`src/rtl/sreg_ctrl_pkg.sv`:
```
// Shared types and constants for the serial address loader (sreg_ctrl).
package sreg_ctrl_pkg;

  typedef enum logic [1:0] {
    IDLE  = 2'd0,
    SHIFT = 2'd1,
    LATCH = 2'd2,
    DRAIN = 2'd3
  } state_t;

  localparam int DWIDTH_DEF = 21;
  localparam int CNT_W      = $clog2(DWIDTH_DEF + 2);

  // Counter must reach DWIDTH+1 so the parity build can count its extra bit.
  function automatic int cnt_width(input int dw);
    return $clog2(dw + 2);
  endfunction

endpackage

```
`src/rtl/sreg_ctrl_ser_shift.sv`:
```
// MSB-first serial-in shift stage with synchronous clear and shift enable.
module ser_shift #(
  parameter int W = 21
) (
  input  logic         clk,
  input  logic         rst_n,
  input  logic         clr,
  input  logic         en,
  input  logic         din,
  output logic [W-1:0] q
);

  // NOTE: sequential state uses non-blocking assignments so every flop samples
  // pre-edge values regardless of block evaluation order.
  always_ff @(posedge clk or negedge rst_n) begin
    if (!rst_n)   q <= '0;
    else if (clr) q <= '0;
    else if (en)  q <= {q[W-2:0], din};
  end

endmodule

```
`src/rtl/sreg_ctrl.sv`:
```
// Serial address loader: synchronises ser_clk/ser_din/ser_cs_n, shifts a frame
// and latches it onto addr. Define SREG_CTRL_PARITY_EN for a trailing even-parity bit.
module sreg_ctrl
  import sreg_ctrl_pkg::*;
#(
  parameter int DWIDTH      = DWIDTH_DEF,
  parameter int SYNC_STAGES = 2
) (
  input  logic              clk,
  input  logic              rst_n,
  input  logic              ser_clk,
  input  logic              ser_din,
  input  logic              ser_cs_n,
  input  logic              addr_inc,
  output logic [DWIDTH-1:0] addr,
  output logic              addr_valid,
  output logic              busy,
  output logic              frame_err
);

  localparam int CW = cnt_width(DWIDTH);
`ifdef SREG_CTRL_PARITY_EN
  localparam int FRAME_LEN = DWIDTH + 1;
`else
  localparam int FRAME_LEN = DWIDTH;
`endif

  logic [SYNC_STAGES-1:0] clk_sync, din_sync, cs_sync;
  logic                   clk_hist;
  logic                   bit_edge, bit_din, cs_n_q;

  // NOTE: the synchroniser and sample flops reset to the idle line levels
  // (clock low, select high) so no spurious edge or frame start follows reset.
  always_ff @(posedge clk or negedge rst_n) begin
    if (!rst_n) begin
      clk_sync <= '0;
      din_sync <= '0;
      cs_sync  <= '1;
      clk_hist <= 1'b0;
      bit_edge <= 1'b0;
      bit_din  <= 1'b0;
      cs_n_q   <= 1'b1;
    end else begin
      clk_sync <= {clk_sync[SYNC_STAGES-2:0], ser_clk};
      din_sync <= {din_sync[SYNC_STAGES-2:0], ser_din};
      cs_sync  <= {cs_sync[SYNC_STAGES-2:0], ser_cs_n};
      clk_hist <= clk_sync[SYNC_STAGES-1];
      // Edge, data and select are registered together so they stay one aligned sample.
      bit_edge <= clk_sync[SYNC_STAGES-1] & ~clk_hist;
      bit_din  <= din_sync[SYNC_STAGES-1];
      cs_n_q   <= cs_sync[SYNC_STAGES-1];
    end
  end

  state_t            state;
  logic [CW-1:0]     cnt;
  logic [DWIDTH-1:0] shift_q;
  logic              sh_clr, sh_en, payload_ok;

  assign sh_clr = (state == IDLE) && !cs_n_q;
  assign sh_en  = (state == SHIFT) && !cs_n_q && bit_edge && (cnt < CW'(DWIDTH));

  ser_shift #(.W(DWIDTH)) u_shift (
    .clk   (clk),
    .rst_n (rst_n),
    .clr   (sh_clr),
    .en    (sh_en),
    .din   (bit_din),
    .q     (shift_q)
  );

`ifdef SREG_CTRL_PARITY_EN
  logic par_bit;

  always_ff @(posedge clk or negedge rst_n) begin
    if (!rst_n)
      par_bit <= 1'b0;
    else if (state == SHIFT && !cs_n_q && bit_edge && cnt == CW'(DWIDTH))
      par_bit <= bit_din;
  end

  assign payload_ok = ((^shift_q) == par_bit);
`else
  assign payload_ok = 1'b1;
`endif

  always_ff @(posedge clk or negedge rst_n) begin
    if (!rst_n) begin
      state      <= IDLE;
      cnt        <= '0;
      addr       <= '0;
      addr_valid <= 1'b0;
      busy       <= 1'b0;
      frame_err  <= 1'b0;
    end else begin
      addr_valid <= 1'b0;
      // A frame load in LATCH takes priority over a host increment.
      if (addr_inc && state != LATCH) addr <= addr + 1'b1;

      case (state)
        IDLE: begin
          if (!cs_n_q) begin
            state     <= SHIFT;
            cnt       <= '0;
            frame_err <= 1'b0;
            busy      <= 1'b1;
          end
        end
        SHIFT: begin
          if (cs_n_q) begin
            state     <= IDLE;
            frame_err <= 1'b1;
            busy      <= 1'b0;
          end else if (bit_edge) begin
            cnt <= cnt + 1'b1;
            if (cnt == CW'(FRAME_LEN - 1)) state <= LATCH;
          end
        end
        LATCH: begin
          if (payload_ok) begin
            addr       <= shift_q;
            addr_valid <= 1'b1;
          end else begin
            frame_err  <= 1'b1;
          end
          state <= DRAIN;
        end
        DRAIN: begin
          if (cs_n_q) begin
            state <= IDLE;
            busy  <= 1'b0;
          end
        end
        default: state <= IDLE;
      endcase
    end
  end

endmodule

```
`config.mk`:
```
export PLATFORM = sky130hd
export DESIGN_NAME = sreg_ctrl
export DESIGN_NICKNAME = d
export VERILOG_FILES = /design/src/rtl/sreg_ctrl_pkg.sv /design/src/rtl/sreg_ctrl_ser_shift.sv /design/src/rtl/sreg_ctrl.sv
export SDC_FILE = /design/constraint.sdc
export NUM_CORES = 1
export LEC_CHECK = 0
export ABC_AREA = 1
export BUFFER_PORTS_ARGS = -buffer_cell sky130_fd_sc_hd__clkbuf_2
export CAP_MARGIN = 30
export CORE_MARGIN = 2
export CORE_UTILIZATION = 59
export CTS_BUF_LIST = sky130_fd_sc_hd__clkbuf_8 sky130_fd_sc_hd__clkbuf_16
export DETAILED_ROUTE_END_ITERATION = 16
export PLACE_DENSITY = 0.86
export SYNTH_ARGS = -nofsm -noshare
export SYNTH_HDL_FRONTEND = slang
export SYNTH_SLANG_ARGS = --single-unit
```
`constraint.sdc`:
```
create_clock -name clk -period 1.7 [get_ports clk]
set_input_delay 0.17 -clock clk [delete_from_list [all_inputs] [get_ports clk]]
set_output_delay 0.17 -clock clk [all_outputs]
set_load 0.1 [all_outputs]
```
==> out/summary.txt <==
commonest non-fill, non-tap cell in the layout - nand2_1
clk sinks - 62
Die Height - 77 microns
measured slew at the worst slew-check pin - 0.548 ns
status - complete, no violations
Hold Path Class - in -> reg
final WL - 6740 microns
final period utilization - 97.4%
synth top area cells - dfrtp_1 (47%), nand2_1 (16%), inv_1 (7.3%)
Post-Synth Adder-Cell Area - 1.19%
Die ar. - 0.00593 sq mm
1st-iter DRT viols - 236
Post-Synth Simple-Gate Area - 27.7%
Post-Syn Nets - 418
Layout Nets - 462
via count - 2774
initial antenna violation count - 0
area fraction in compound gates after synthesis - 9.55%
final hold viol count - 0
total CTS buffers - 9
mapped cell area - 0.00314 sq mm
crit-path max cell delay - 0.45 ns
commonest cells after routing, fill and taps aside - nand2_1 (131), inv_1 (61), dfrtp_1 (43)
main combinational cell family by area after synthesis - simple AND/OR/NAND/NOR gates
Setup-failing EPs final - 0
IO Pins - 30
post-synth cell types - 28
Core ar. - 0.00514 sq mm
xor/xnor cell area share of the yosys netlist - 1.95%
Crit-path slowest cell - dfrtp_4
yosys warns - 0
Worst Path Buf+Inv - 0
Slew HR - 63.6%
Crit path max-delay family - simple AND/OR/NAND/NOR gates
post-synthesis to final-layout area growth - 17.0%
crit-path cells - ha_1, nand2_1, nor2_1, nand2_1, nor2_2, nand3_1, nand3_1, nand2_1
layout cells sized above 1 - 19.2%
initial core utilization - 61.2%
Port-buffer cells - 29
critical path type - reg -> reg
number of diodes - 0
final antenna-violating net count - 0
CTS tree - yes
Tot GR Track Use - 24.6%
sequential fraction of the synthesis area - 49.5%
crit path time final - 1.66 ns
Max Cap Viol - 0
clock root cell - clkbuf_8
Die X - 77 microns
# DRC - 0
Vias/cell - 5.25
Clock Latency Late Sink - 0.34 ns
startpoint types - flop
first-pass GRT wire length - 11500 microns
Layout Skew - 0.00882 ns
post-synthesis mux area share - 0%
Worst VDD drop - 1.26 mV
Avg Synthesized Cell Area - 7.69 sq um
Placed Instances - 508
grt ovf - 0
Yosys top cell area share - 47.0%
site row count - 26
pwr/cell area - 1540 mW/mm^2
Clock Tree Buf Depth - 2
placed wire-length estimate - 4650 microns
Finished Layout Cells - 528
vias in the first global route - 2619
upper clock frequency limit - 604 MHz
total power - 5.65 mW
most used cell, CP - nand2_1
Worst EP arrival - 1.88 ns
largest net degree at the start of global routing - 42
TNS Setup - 0 ns
register bit total from synthesis - 62
Synth Instances - 409
CTS clk-pin slew, worst paths - 0.07 ns
max-slew violation count - 0
worst-path maximum fanout - 6
WP data required - 1.93 ns
Max H-tree Level - 3
cell taking the most area after synthesis - dfrtp_1
hold_ws - 0.230 ns
drt pass-1 iters - 5
GPL Wtd Cong - 0.855
Leakage - 1.89 nW
Wirelength per Cell - 12.8 microns
CP Capture Type - flop
RSZ-0062 raised after global routing - true
-- metal layers --
metal / GRT usage (%) / part of all wire, % / vias up
li1: - / - / 1364
met1: 30.8 / 44 / 1297
met2: 39.2 / 48 / 101
met3: 6.71 / 5.7 / 12
met4: 12.5 / 2.4 / 0
met5: 0 / 0 / -
-- final cells by class --
type                       count  area [sq um]
timing repair buffer          43           273
multi-input combinational    273          1280
inverter                      64           240
clock inverter                 7          96.3
fill                         414          1460
sequential                    62          1580
tap                           70          87.6
clock buffer                   9           124
-- Yosys cell counts --
library cell	number
o21ai_2	5
ha_1	3
a21oi_1	9
o31ai_1	1
nand3_1	37
inv_2	3
nand3b_1	2
o211ai_1	2
o21bai_1	2
xor2_1	7
nand4_1	2
nand2_1	131
nor3_1	3
nor2_1	31
nor2_4	1
buf_2	5
buf_4	1
a22o_1	2
o21ai_0	14
and2_1	1
dfstp_2	3
nor2_2	2
inv_1	61
dfrtp_1	59
o21ai_1	16
o22ai_1	1
buf_6	4
nand2_2	1
-- worst paths after layout --
path	from	to	slack, ns	depth (start not counted)
worst min register to register	din_sync[1]	bit_din	0.35	0
worst max register to register	addr[0]	addr[18]	0.04	8
worst min-delay path	addr_inc	addr[7]	0.23	3
worst max-delay path	addr[0]	addr[18]	0.04	8
min in group asynchronous	rst_n	addr[12]	0.36	3
max in group asynchronous	rst_n	cs_n_q	0.90	3
-- worst min-delay path, cell delays in order --
cell	delay [ns]
clkbuf_2	0.12
nand2_1	0.14
o21ai_0	0.10
-- where the power goes --
group | leakage [nW] | switching, mW | internal, mW | total, mW
Clock | 0.114 | 0.600 | 0.830 | 1.43
Combinational | 0.984 | 1.75 | 0.413 | 2.16
Sequential | 0.789 | 0.310 | 1.75 | 2.06
-- state kept, by name, summed over array words and instances (netlist names), 2 cells and up, named ones only --
register   flops
u_shift.q     21
cs_sync        2
cnt            5
clk_sync       2
din_sync       2
addr          21
-- kinds of logic (layout without fill, tap and decap cells) --
group / count (synthesis) / count (layout)
AO/OA/AOI/OAI: 52 / 52
XOR/XNOR: 7 / 7
adder cells (fa/ha/maj): 3 / 3
buffers and inverters: 74 / 123
flip-flops: 62 / 62
AND/OR/NAND/NOR: 211 / 211
-- per-stage QoR --
step           area [sq um]  utilization (%)  worst slack (ns)
3_3_place_gp           3410             66.4             0.169
2_1_floorplan          3170                -           -0.0159
3_5_place_dp           3410             66.4            0.0920
5_1_grt                3680             71.5           -0.0549
4_1_cts                3670             71.5            0.0426
6_report               3680             71.5            0.0434
-- what timing repair did --
item,CTS,global route
gates resized for setup,1,1
setup endpoints to repair,2,5
hold buffers,4,0
pin swaps,0,0
buffers inserted,0,0
hold endpoints to repair,62,0
No activity file was read; power rests on OpenSTA's default activity.
